### src/rtl/jtag_pkg.sv
// TAP state encodings, DR select codes and capture constants shared by the TAP controller and core.
// State values match the existing TAP controller so STATE traces stay comparable across generations.
package jtag_pkg;

    localparam logic [3:0] ST_TEST_LOGIC_RESET = 4'h0;
    localparam logic [3:0] ST_RUN_TEST_IDLE    = 4'h1;
    localparam logic [3:0] ST_SELECT_DR        = 4'h2;
    localparam logic [3:0] ST_CAPTURE_DR       = 4'h3;
    localparam logic [3:0] ST_SHIFT_DR         = 4'h4;
    localparam logic [3:0] ST_EXIT1_DR         = 4'h5;
    localparam logic [3:0] ST_PAUSE_DR         = 4'h6;
    localparam logic [3:0] ST_EXIT2_DR         = 4'h7;
    localparam logic [3:0] ST_UPDATE_DR        = 4'h8;
    localparam logic [3:0] ST_SELECT_IR        = 4'h9;
    localparam logic [3:0] ST_CAPTURE_IR       = 4'hA;
    localparam logic [3:0] ST_SHIFT_IR         = 4'hB;
    localparam logic [3:0] ST_EXIT1_IR         = 4'hC;
    localparam logic [3:0] ST_PAUSE_IR         = 4'hD;
    localparam logic [3:0] ST_EXIT2_IR         = 4'hE;
    localparam logic [3:0] ST_UPDATE_IR        = 4'hF;

    typedef enum logic [3:0] {
        TEST_LOGIC_RESET = ST_TEST_LOGIC_RESET,
        RUN_TEST_IDLE    = ST_RUN_TEST_IDLE,
        SELECT_DR        = ST_SELECT_DR,
        CAPTURE_DR       = ST_CAPTURE_DR,
        SHIFT_DR         = ST_SHIFT_DR,
        EXIT1_DR         = ST_EXIT1_DR,
        PAUSE_DR         = ST_PAUSE_DR,
        EXIT2_DR         = ST_EXIT2_DR,
        UPDATE_DR        = ST_UPDATE_DR,
        SELECT_IR        = ST_SELECT_IR,
        CAPTURE_IR       = ST_CAPTURE_IR,
        SHIFT_IR         = ST_SHIFT_IR,
        EXIT1_IR         = ST_EXIT1_IR,
        PAUSE_IR         = ST_PAUSE_IR,
        EXIT2_IR         = ST_EXIT2_IR,
        UPDATE_IR        = ST_UPDATE_IR
    } tap_state_t;

    typedef enum logic [1:0] {
        DR_BYPASS,
        DR_IDCODE,
        DR_USER
    } dr_sel_t;

    localparam logic [1:0] IR_CAPTURE     = 2'b01;
    localparam logic       BYPASS_CAPTURE = 1'b0;
    localparam int         IDCODE_WIDTH   = 32;

    function automatic logic is_shift_state(input tap_state_t s);
        return (s == SHIFT_DR) || (s == SHIFT_IR);
    endfunction

endpackage

### src/rtl/jtag_tap_fsm.sv
// IEEE 1149.1 TAP controller state register; STATE follows TMS one TCK posedge later.
// No backpressure: advances on every TCK posedge, TRST forces TEST_LOGIC_RESET asynchronously.
module jtag_tap_fsm
    import jtag_pkg::*;
(
    input  logic       TCK,
    input  logic       TRST,
    input  logic       TMS,
    output tap_state_t STATE
);

    tap_state_t state_q;
    tap_state_t state_d;

    always_ff @(posedge TCK or posedge TRST) begin
        if (TRST) begin
            state_q <= TEST_LOGIC_RESET;
        end else begin
            state_q <= state_d;
        end
    end

    always_comb begin
        state_d = state_q;
        case (state_q)
            TEST_LOGIC_RESET: state_d = TMS ? TEST_LOGIC_RESET : RUN_TEST_IDLE;
            RUN_TEST_IDLE:    state_d = TMS ? SELECT_DR        : RUN_TEST_IDLE;
            SELECT_DR:        state_d = TMS ? SELECT_IR        : CAPTURE_DR;
            CAPTURE_DR:       state_d = TMS ? EXIT1_DR         : SHIFT_DR;
            SHIFT_DR:         state_d = TMS ? EXIT1_DR         : SHIFT_DR;
            EXIT1_DR:         state_d = TMS ? UPDATE_DR        : PAUSE_DR;
            PAUSE_DR:         state_d = TMS ? EXIT2_DR         : PAUSE_DR;
            EXIT2_DR:         state_d = TMS ? UPDATE_DR        : SHIFT_DR;
            UPDATE_DR:        state_d = TMS ? SELECT_DR        : RUN_TEST_IDLE;
            SELECT_IR:        state_d = TMS ? TEST_LOGIC_RESET : CAPTURE_IR;
            CAPTURE_IR:       state_d = TMS ? EXIT1_IR         : SHIFT_IR;
            SHIFT_IR:         state_d = TMS ? EXIT1_IR         : SHIFT_IR;
            EXIT1_IR:         state_d = TMS ? UPDATE_IR        : PAUSE_IR;
            PAUSE_IR:         state_d = TMS ? EXIT2_IR         : PAUSE_IR;
            EXIT2_IR:         state_d = TMS ? UPDATE_IR        : SHIFT_IR;
            UPDATE_IR:        state_d = TMS ? SELECT_DR        : RUN_TEST_IDLE;
            default:          state_d = TEST_LOGIC_RESET;
        endcase
    end

    assign STATE = state_q;

endmodule

### src/rtl/jtag_tap_core.sv
// JTAG TAP with instruction register, BYPASS, IDCODE and one user DR with parallel capture/update.
// Latency: STATE one posedge after TMS, TDO on the following negedge; no backpressure, TCK-paced.
module jtag_tap_core
    import jtag_pkg::*;
#(
    parameter int          IR_WIDTH     = 4,
    parameter logic [31:0] IDCODE_VAL   = 32'h1577_B001,
    parameter logic [3:0]  IDCODE_INSTR = 4'b0001,
    parameter logic [3:0]  USER_INSTR   = 4'b0010,
    parameter int          USER_WIDTH   = 8
) (
    input  logic                  TCK,
    input  logic                  TRST,
    input  logic                  TMS,
    input  logic                  TDI,
    output logic                  TDO,
    output logic                  TDO_EN,
    output logic [3:0]            STATE,
    output logic [IR_WIDTH-1:0]   IR_OUT,
    input  logic [USER_WIDTH-1:0] USER_CAP,
    output logic [USER_WIDTH-1:0] USER_UPD,
    output logic                  USER_UPD_STB
);

    localparam logic [IR_WIDTH-1:0] IDCODE_OP      = IR_WIDTH'(IDCODE_INSTR);
    localparam logic [IR_WIDTH-1:0] USER_OP        = IR_WIDTH'(USER_INSTR);
    localparam logic [IR_WIDTH-1:0] IR_CAPTURE_VAL = IR_WIDTH'(IR_CAPTURE);

    tap_state_t state;

    jtag_tap_fsm u_fsm (
        .TCK   (TCK),
        .TRST  (TRST),
        .TMS   (TMS),
        .STATE (state)
    );

    assign STATE = state;

    logic [IR_WIDTH-1:0]     ir_shift;
    logic [IR_WIDTH-1:0]     ir_shift_nxt;
    logic [IDCODE_WIDTH-1:0] idcode_shift;
    logic [USER_WIDTH-1:0]   user_shift;
    logic [USER_WIDTH-1:0]   user_shift_nxt;
    logic                    bypass_reg;
    dr_sel_t                 dr_sel;
    logic                    dr_lsb;
    logic                    tdo_nxt;

    // IDCODE is tested first so it keeps priority if both opcodes collapse to the same value.
    always_comb begin
        if (IR_OUT == IDCODE_OP) begin
            dr_sel = DR_IDCODE;
        end else if (IR_OUT == USER_OP) begin
            dr_sel = DR_USER;
        end else begin
            dr_sel = DR_BYPASS;
        end
    end

    // Written as shift-then-overwrite so widths of 1 need no special case.
    always_comb begin
        ir_shift_nxt                 = ir_shift >> 1;
        ir_shift_nxt[IR_WIDTH-1]     = TDI;
        user_shift_nxt               = user_shift >> 1;
        user_shift_nxt[USER_WIDTH-1] = TDI;
    end

    always_ff @(posedge TCK or posedge TRST) begin
        if (TRST) begin
            ir_shift <= '0;
            IR_OUT   <= IDCODE_OP;
        end else begin
            case (state)
                TEST_LOGIC_RESET: IR_OUT   <= IDCODE_OP;
                CAPTURE_IR:       ir_shift <= IR_CAPTURE_VAL;
                SHIFT_IR:         ir_shift <= ir_shift_nxt;
                UPDATE_IR:        IR_OUT   <= ir_shift;
                default:          ;
            endcase
        end
    end

    always_ff @(posedge TCK or posedge TRST) begin
        if (TRST) begin
            idcode_shift <= '0;
            user_shift   <= '0;
            bypass_reg   <= 1'b0;
        end else if (state == CAPTURE_DR) begin
            case (dr_sel)
                DR_IDCODE: idcode_shift <= IDCODE_VAL;
                DR_USER:   user_shift   <= USER_CAP;
                default:   bypass_reg   <= BYPASS_CAPTURE;
            endcase
        end else if (state == SHIFT_DR) begin
            case (dr_sel)
                DR_IDCODE: idcode_shift <= {TDI, idcode_shift[IDCODE_WIDTH-1:1]};
                DR_USER:   user_shift   <= user_shift_nxt;
                default:   bypass_reg   <= TDI;
            endcase
        end
    end

    // The strobe is registered alongside USER_UPD so both change in the same TCK cycle.
    always_ff @(posedge TCK or posedge TRST) begin
        if (TRST) begin
            USER_UPD     <= '0;
            USER_UPD_STB <= 1'b0;
        end else begin
            USER_UPD_STB <= 1'b0;
            if (state == UPDATE_DR && dr_sel == DR_USER) begin
                USER_UPD     <= user_shift;
                USER_UPD_STB <= 1'b1;
            end
        end
    end

    always_comb begin
        dr_lsb = bypass_reg;
        case (dr_sel)
            DR_IDCODE: dr_lsb = idcode_shift[0];
            DR_USER:   dr_lsb = user_shift[0];
            default:   ;
        endcase
        tdo_nxt = 1'b0;
        if (state == SHIFT_DR) begin
            tdo_nxt = dr_lsb;
        end else if (state == SHIFT_IR) begin
            tdo_nxt = ir_shift[0];
        end
    end

    // Falling-edge output stage gives the far end half a TCK of setup before its next sample.
    always_ff @(negedge TCK or posedge TRST) begin
        if (TRST) begin
            TDO    <= 1'b0;
            TDO_EN <= 1'b0;
        end else begin
            TDO    <= tdo_nxt;
            TDO_EN <= is_shift_state(state);
        end
    end

endmodule

### config.mk
export PLATFORM = sky130hd
export DESIGN_NAME = jtag_tap_core
export DESIGN_NICKNAME = d
export VERILOG_FILES = /design/src/rtl/jtag_pkg.sv /design/src/rtl/jtag_tap_fsm.sv /design/src/rtl/jtag_tap_core.sv
export SDC_FILE = /design/constraint.sdc
export NUM_CORES = 1
export LEC_CHECK = 0
export ABC_AREA = 1
export CAP_MARGIN = 5
export CORE_MARGIN = 2
export CORE_UTILIZATION = 40
export DETAILED_ROUTE_END_ITERATION = 10
export HOLD_SLACK_MARGIN = 0.05
export PLACE_DENSITY = 0.58
export SLEW_MARGIN = 25
export SYNTH_ARGS = -nofsm -noshare
export SYNTH_HDL_FRONTEND = slang
export SYNTH_SLANG_ARGS = --single-unit
export TNS_END_PERCENT = 10
### constraint.sdc
create_clock -name TCK -period 2.24 [get_ports TCK]
set_clock_uncertainty 0.15 [all_clocks]
set_input_delay 0.336 -clock TCK [delete_from_list [all_inputs] [get_ports TCK]]
set_output_delay 0.336 -clock TCK [all_outputs]
set_load 0.02 [all_outputs]
======== After elaboration in Yosys (flattened, before gate mapping) ========
Cells that the tools add are included.
storage, ports and cells
  input bits .............................. 12
  register bits ........................... 64
  word-level logic and storage cells ...... 77
operators by class
  equal/unequal tests ..................... 21
  reductions and logical operators ........ 13
  muxes and demuxes ....................... 33
operator list
  operator                                                                number
  32-bit two-way mux                                                      4
  4-bit case mux with 12 select lines                                     1
  4-bit equality test (second input constant)                             8
  8-bit two-way mux                                                       4
  4-bit by 3-bit equality test with 1-bit output (second input constant)  4
  4-bit two-way mux                                                       4
  4-bit case mux with 2 select lines                                      2
  4-bit by 2-bit equality test with 1-bit output (second input constant)  3
  1-bit two-way mux                                                       10
  2-bit two-way mux                                                       5
  4-bit by 1-bit equality test with 1-bit output (second input constant)  2
  3-bit two-way mux                                                       2
  2-bit nonzero test                                                      3
  2-bit OR reduction                                                      3
  4-bit logical NOT                                                       1
  2-bit != test (second input constant)                                   2
  2-bit AND reduction                                                     2
  3-bit AND reduction                                                     1
  3-bit OR reduction                                                      1
  2-bit by 1-bit equality test with 1-bit output (second input constant)  1
  2-bit equality test (second input constant)                             1
  1-bit case mux with 2 select lines                                      1
  1-bit logical AND                                                       1
  1-bit logical OR                                                        1

======== Longest topological paths before layout ========
Gate-level depths: netlist of the first run.
  word-level depth ........................ 8
  gate-level depth with buffers ........... 9
  gate-level depth less buffers ........... 8

======== Modules after synthesis ========
A second synthesis of the first run with hierarchy kept.
second synthesis, totals
  cell total of the unflattened synthesis .. 362
  area, all modules ....................... 2996.6 um^2
by module, submodules not included
  module         cells an instance  times used  area each (um^2)  sequential area each (um^2)
  jtag_tap_core  302                1           2646.3            1502.7
  jtag_tap_fsm   60                 1           350.3             100.1

==> results of run 1 <==
==> where the power goes <==
part / switching [uW] / internal [uW] / total [uW]
Clock: 472 / 550 / 1020
Sequential: 178 / 1450 / 1630
Combinational: 1030 / 702 / 1730
Total: 1680 / 2700 / 4380
==> metal layers <==
layer	global-route usage [%]	wire [um]	vias to the layer above	part of all wire [%]
met2	23.3	2570	49	44
met3	4.15	292	7	5.0
met1	20.3	2910	1035	50
met4	4.92	57	0	0.98
li1	-	-	1186	-
met5	0	0	-	0
==> final cells by class <==
class | instances | area [um^2]
inverters | 21 | 83.8
well taps | 99 | 124
fillers | 740 | 3520
multi-input cells | 247 | 1270
clock buffers | 10 | 138
flip-flops and latches | 64 | 1600
repair buffers | 53 | 488
clock inverters | 6 | 66.3
==> cells by family after synthesis <==
logic type      synth area share (%)
compound gates                  12.6
buf+inv                         5.93
flops                           52.7
simple gates                    28.8
==> synth_stat cells, drive strengths merged <==
cell	instances
a21oi	4
buf	10
clkbuf	1
clkinv	1
dfrtn	2
dfrtp	61
dfstp	1
inv	20
nand2	157
nand3	14
nor2	25
o21ai	42
o22ai	5
==> what timing repair did <==
action	in CTS	in global routing
resized for setup	12	5
endpoints found under the setup margin	3	3
setup buffers	0	1
pin swaps	0	2
==> worst max path at each step <==
stage,startpoint,to,cells after the start
after floorplan,IR_OUT[0]$_DFFE_PP1P_,TDO$_DFF_NP0_,7
after global placement,TDO_EN$_DFF_NP0_,TDO_EN,1
after detailed placement,TDO_EN$_DFF_NP0_,TDO_EN,1
after CTS,TDO_EN$_DFF_NP0_,TDO_EN,1
after global routing,IR_OUT[0]$_DFFE_PP1P_,TDO$_DFF_NP0_,9
final,TDO_EN$_DFF_NP0_,TDO_EN,1
==> stage by stage <==
| step | power (uW) | instance area [um^2] | setup slack, ns | std cells | setup TNS [ns] |
|---|---|---|---|---|---|
| after global routing | 4710 | 3770 | -0.245 | 500 | -0.720 |
| final | 4380 | 3770 | -0.219 | 500 | -0.600 |
| after detailed placement | 3350 | 3550 | -0.334 | 483 | -0.860 |
| after CTS | 4400 | 3750 | -0.230 | 499 | -0.655 |
| after global placement | 3330 | 3550 | -0.320 | 483 | -0.808 |
| after floorplan | 2900 | 3040 | -0.342 | 343 | -0.391 |
==> out/results.md, run 1 <==
| Metric | Reported |
|:---|:---|
| Share of the core filled with cells | 51.8% |
| Cell leakage power | 0.00184 uW |
| Number of library cell types mapped by synthesis | 22 |
| Routed via count divided by cell count | 4.55 |
| Number of pins with negative max-slew slack in the final report | 0 |
| Standard-cell row count | 31 |
| All-layer global routing usage | 15.0% |
| Largest cells by area after synthesis | sky130_fd_sc_hd__dfrtp_1 (50%), sky130_fd_sc_hd__nand2_1 (16%), sky130_fd_sc_hd__o21ai_2 (9.2%) |
| RSZ-0062 raised after global routing | yes |
| Register name with the most flops | idcode_shift |
| Setup ws final | -0.219 ns |
| Number of nets with antenna violations after routing | 0 |
| Initial antenna violation count | 0 |
| Clock Latency Late Sink | 0.34 ns |
| Pin count of the biggest net entering global routing | 65 |
| Max capacitance violation total | 0 |
| Clock Tree Root | sky130_fd_sc_hd__clkbuf_8 |
| Cells along the critical path | buf_6 |
| Worst hold-check slack | 0.102 ns |
| Outcome | finished with violations |
| Most frequent cells in the layout | sky130_fd_sc_hd__nand2_1 (128), sky130_fd_sc_hd__dfrtp_1 (61), sky130_fd_sc_hd__o21ai_2 (32) |
| Largest registers ranked by flip-flop count | idcode_shift x32, USER_UPD x8, user_shift x8 |
| Iter 0 DRT Violations | 101 |
| Die extent in x | 91.2 um |
| Routability congestion estimate | 0.852 |
| Via count of the first global-routing pass | 2,147 |
| Wire length of the first global-routing pass | 9.96 mm |
| Nature of the critical path endpoint | output port |
| Number of buffers inserted by port buffering | 30 |
| Number of primary I/O pins | 31 |
| Post-route DRC violation count | 0 |
| Sum of overflow across all layers after global routing | 0 |
| Final Hold Fails | 0 |
| Routed length per instance | 11.7 um |
| Post-Syn Area | 0.00304 mm^2 |
| Number of buffers and inverters on the critical path | 1 |
| Slew of the pin with the lowest slew margin | 0.751 ns |
| Flip-flop and latch count after synthesis | 64 |
| Detailed Place HPWL | 3.82 mm |
| Area added between synthesis and finish | 24.2% |
| WP data required | 1.75 ns |
| Clock sink count | 64 |
| Worst R2R Setup Slack | -0.18 ns |
| Area fraction of the dominant cell type after synthesis | 50.2% |
| Largest voltage drop on the vdd net | 335 uV |
| Cell depth of the worst flop-to-flop path | 9 |
| Critical path class | flop to output port |
| Worst hold path class | input pin to asynchronous set/reset pin |
| Worst R2R Start | IR_OUT[0]$_DFFE_PP1P_ |
| Most frequent standard cell in the layout excluding fill and tap cells | sky130_fd_sc_hd__nand2_1 |
| Power Dens Cells | 1160 mW/mm^2 |
| Number of warnings reported in the yosys synthesis log | 0 |
| CTS tree | built |
| Average size of a mapped cell | 8.86 um^2 |
| Overall via count from detail_route | 2,277 |
| Layout cells sized above 1 | 29.4% |
| Nets@finish | 408 |
| Vertical extent of the die | 91.2 um |
| Delay-heaviest family, CP | flip-flops |
| Number of buffers on the longest clock path | 2 |
| Num CTS Buffers | 9 |
| Number of antenna diodes | 0 |
| Post-cts hold buffer count | 0 |
| Failing checks | negative setup slack |
| Tightest slew margin relative to the limit | 49.9% |
| Worst reg2reg path endpoint | TDO$_DFF_NP0_ |
| Portion of the post-synthesis area used by sequential elements | 52.7% |
| Count of TritonRoute iterations in the first routing pass | 4 |
| Slowest Stage Delay on Critical Path | 0.41 ns |
| Flip-flop count of the largest register after layout | 32 |
| Clock transition at the registers of the reported paths | 0.08 ns |
| Arrival time reported for the critical path endpoint | 1.97 ns |
| Number of failing setup endpoints in the final timing report | 3 |
| Initial standard-cell utilization of the core | 41.7% |
| Number of levels in the clock H-tree | 3 |
| Post-synthesis net count | 355 |
| Dominant cell type by area after synthesis | sky130_fd_sc_hd__dfrtp_1 |
| Std-Cell Core Area | 0.00729 mm^2 |
| Highest net fanout along the worst path | 1 |
| Die Footprint | 0.00831 mm^2 |
| Gate Count Post-Synth | 343 |
| Kind of start point of the critical path | flop |
| Slowest cell on crit path | sky130_fd_sc_hd__dfrtn_1 |
| Final WL | 5.83 mm |
Power figures use the tool's default switching activity.
==> inputs of run 2 (changes only) <==
--- a/config.mk
+++ b/config.mk
@@ -12,6 +12,7 @@
 export DETAILED_ROUTE_END_ITERATION = 10
 export HOLD_SLACK_MARGIN = 0.05
 export PLACE_DENSITY = 0.58
+export SETUP_SLACK_MARGIN = 0.05
 export SLEW_MARGIN = 25
 export SYNTH_ARGS = -nofsm -noshare
 export SYNTH_HDL_FRONTEND = slang
==> run 2 against run 1 <==
Combinational power is essentially flat. Cell area up 0.76%. Setup slack better by 0.013 ns. Cell count down 0.40%. Wire length is 0.94% lower. Largest cell class unchanged. Total power grew 3.7%. The flow still finishes with violations (negative setup slack).
==> out/results.md, run 2 (synthesis results as in run 1) <==
| Metric | Reported | vs previous |
|:---|:---|:---|
| Pin count of the biggest net entering global routing | 65 | unchanged |
| Std-Cell Core Area | 0.00729 mm^2 | unchanged |
| Largest registers ranked by flip-flop count | idcode_shift x32, USER_UPD x8, user_shift x8 |  |
| Cell leakage power | 0.00184 uW | +0.36% |
| Largest voltage drop on the vdd net | 469 uV | +40% |
| Number of pins with negative max-slew slack in the final report | 0 | unchanged |
| Nature of the critical path endpoint | output port |  |
| Outcome | finished with violations |  |
| Post-route met1 wirelength | 2.96 mm | +1.4% |
| Final Hold Fails | 0 | unchanged |
| Setup ws final | -0.206 ns | +0.0127 ns |
| Instance count on the critical path | 1 | unchanged |
| All-layer global routing usage | 14.8% | -0.13 points |
| Slowest cell on crit path | sky130_fd_sc_hd__dfrtn_1 |  |
| Top routing layer used | met4 |  |
| Number of primary I/O pins | 31 | unchanged |
| Num CTS Buffers | 9 | unchanged |
| Standard-cell row count | 31 | unchanged |
| Highest net fanout along the worst path | 1 | unchanged |
| Area added between synthesis and finish | 25.1% |  |
| Number of buffers and inverters on the critical path | 1 | unchanged |
| Number of buffers on the longest clock path | 2 | unchanged |
| WP data required | 1.75 ns | about the same |
| Cells along the critical path | buf_6 |  |
| Kind of start point of the critical path | flop |  |
| Worst R2R Setup Slack | -0.14 ns | +0.04 ns |
| CP endpoint | TDO |  |
| Sum of overflow across all layers after global routing | 0 | unchanged |
| Slew of the pin with the lowest slew margin | 0.714 ns | -0.0365 ns |
| Register name with the most flops | idcode_shift |  |
| Clock sink count | 64 | unchanged |
| Number of nets with antenna violations after routing | 0 | unchanged |
| Tightest slew margin relative to the limit | 52.4% | +2.4 points |
| Met3 layer wire length in the routed design | 219 um | -25% |
| Routability congestion estimate | 0.855 | +0.38% |
| Initial antenna violation count | 0 | unchanged |
| Wire length of the first global-routing pass | 9.92 mm | -0.41% |
| Startpoint of the worst setup timing path | TDO$_DFF_NP0_ |  |
| Post-cts hold buffer count | 0 | unchanged |
| Number of buffers inserted by port buffering | 30 | unchanged |
| Most frequent cells in the layout | sky130_fd_sc_hd__nand2_1 (128), sky130_fd_sc_hd__dfrtp_1 (61), sky130_fd_sc_hd__o21ai_2 (32) |  |
| Arrival time reported for the critical path endpoint | 1.96 ns | about the same |
| Clock Tree Root | sky130_fd_sc_hd__clkbuf_8 |  |
| Number of antenna diodes | 0 | unchanged |
| Post-route DRC violation count | 0 | unchanged |
| Final-layout fill cell count | 716 | -3.2% |
| Initial standard-cell utilization of the core | 41.7% | unchanged |
| Cell depth of the worst flop-to-flop path | 9 | unchanged |
| Number of failing setup endpoints in the final timing report | 3 | unchanged |
| CTS tree | built |  |
| Die Footprint | 0.00831 mm^2 | unchanged |
| Worst hold path class | input pin to asynchronous set/reset pin |  |
| Delay-heaviest family, CP | flip-flops |  |
| Overall via count from detail_route | 2,280 | +0.13% |
| Most frequent standard cell in the layout excluding fill and tap cells | sky130_fd_sc_hd__nand2_1 |  |
| Power Dens Cells | 1190 mW/mm^2 | +2.9% |
| Detailed Place HPWL | 3.88 mm | +1.5% |
| RSZ-0062 raised after global routing | yes |  |
| Worst R2R Start | IR_OUT[0]$_DFFE_PP1P_ |  |
| Worst reg2reg path endpoint | TDO$_DFF_NP0_ |  |
| Slowest Stage Delay on Critical Path | 0.40 ns | about the same |
| Final WL | 5.78 mm | -0.94% |
| Number of placed cells counting well taps | 481 | -0.41% |
| Met2 wire length | 2.49 mm | -3.0% |
| Critical path class | flop to output port |  |
| Finished Layout Cells | 498 | -0.40% |
| Layout cells sized above 1 | 29.3% | -0.10 points |
| Clock transition at the registers of the reported paths | 0.07 ns | about the same |
| Nets@finish | 406 | -0.49% |
| Number of levels in the clock H-tree | 3 | unchanged |
| Power consumption | 4540 uW | +3.7% |
| Via count of the first global-routing pass | 2,135 | -0.56% |
| Max capacitance violation total | 0 | unchanged |
| Count of TritonRoute iterations in the first routing pass | 4 | unchanged |
| Clock Latency Late Sink | 0.34 ns | about the same |
| Routed length per instance | 11.6 um | -0.55% |
| Sum of negative setup slack | -0.550 ns | +0.0502 ns |
| Vertical extent of the die | 91.2 um | unchanged |
| Routed via count divided by cell count | 4.58 | +0.53% |
| Die extent in x | 91.2 um | unchanged |
| Share of the core filled with cells | 52.2% | +0.39 points |
| Flip-flop count of the largest register after layout | 32 | unchanged |
| Iter 0 DRT Violations | 99 | -2.0% |
| Failing checks | negative setup slack |  |
==> run 2: cell types whose count changed in the layout (fill, tap and decap cells not counted), sizes merged <==
| cell | before | now |
|---|---|---|
| bufinv | 1 | 3 |
| clkinv | 4 | 3 |
| buf | 25 | 23 |
| clkbuf | 10 | 11 |
| inv | 21 | 19 |
==> run 2: area by class of cell <==
class,instances,area [um^2],share of cell area (%)
Inverter,21,83.8,2.20
Tap cell,99,124,3.26
Timing Repair Buffer,51,473,12.4
Multi-Input combinational cell,247,1270,33.5
Sequential cell,64,1600,42.1
Clock inverter,5,104,2.73
Clock buffer,11,141,3.72
==> run 2: metrics by stage <==
stage	worst slack, ns	instance area (um^2)	hold WS, ns
after floorplan	-0.230	3050	0.300
after global routing	-0.234	3800	0.132
after CTS	-0.217	3790	0.136
after detailed placement	-0.332	3540	0.315
after global placement	-0.318	3540	0.312
final	-0.206	3800	0.134
==> run 2: timing repair <==
item,CTS,global route
gates resized for setup,13,3
setup buffers,0,1
endpoints found under the hold margin,0,0
pin swaps,1,0
setup endpoints to repair,3,4
==> run 2: worst min-delay path by stage <==
stage / end / cells past startpoint / slack [ns] / start
3_5_place_dp: USER_UPD[2]$_DFFE_PP0P_ / 2 / 0.31 / USER_UPD[2]$_DFFE_PP0P_
3_3_place_gp: USER_UPD[2]$_DFFE_PP0P_ / 2 / 0.31 / USER_UPD[2]$_DFFE_PP0P_
5_1_grt: IR_OUT[2]$_DFFE_PP0P_ / 2 / 0.13 / TRST
6_report: IR_OUT[2]$_DFFE_PP0P_ / 2 / 0.13 / TRST
2_1_floorplan: user_shift[0]$_DFFE_PP0P_ / 2 / 0.30 / user_shift[0]$_DFFE_PP0P_
4_1_cts: IR_OUT[1]$_DFFE_PP0P_ / 2 / 0.14 / TRST
==> run 2: power by group <==
group | internal (uW) | total (uW) | switching, uW
Clock | 770 | 1210 | 438
Combinational | 678 | 1700 | 1020
Sequential | 1450 | 1640 | 184
==> run 2: routing by layer <==
layer | up-vias | GRT usage [%]
met3 | 11 | 3.15
met2 | 45 | 22.0
met4 | 0 | 7.20
met5 | - | 0
li1 | 1182 | -
met1 | 1042 | 20.7
==> inputs of run 3 (changes only) <==
--- a/config.mk
+++ b/config.mk
@@ -9,6 +9,7 @@
 export CAP_MARGIN = 5
 export CORE_MARGIN = 2
 export CORE_UTILIZATION = 40
+export CTS_CLUSTER_SIZE = 12
 export DETAILED_ROUTE_END_ITERATION = 10
 export HOLD_SLACK_MARGIN = 0.05
 export PLACE_DENSITY = 0.58
==> results of run 3 <==
The final DEF is identical to that of run 2; final timing and power are the same.
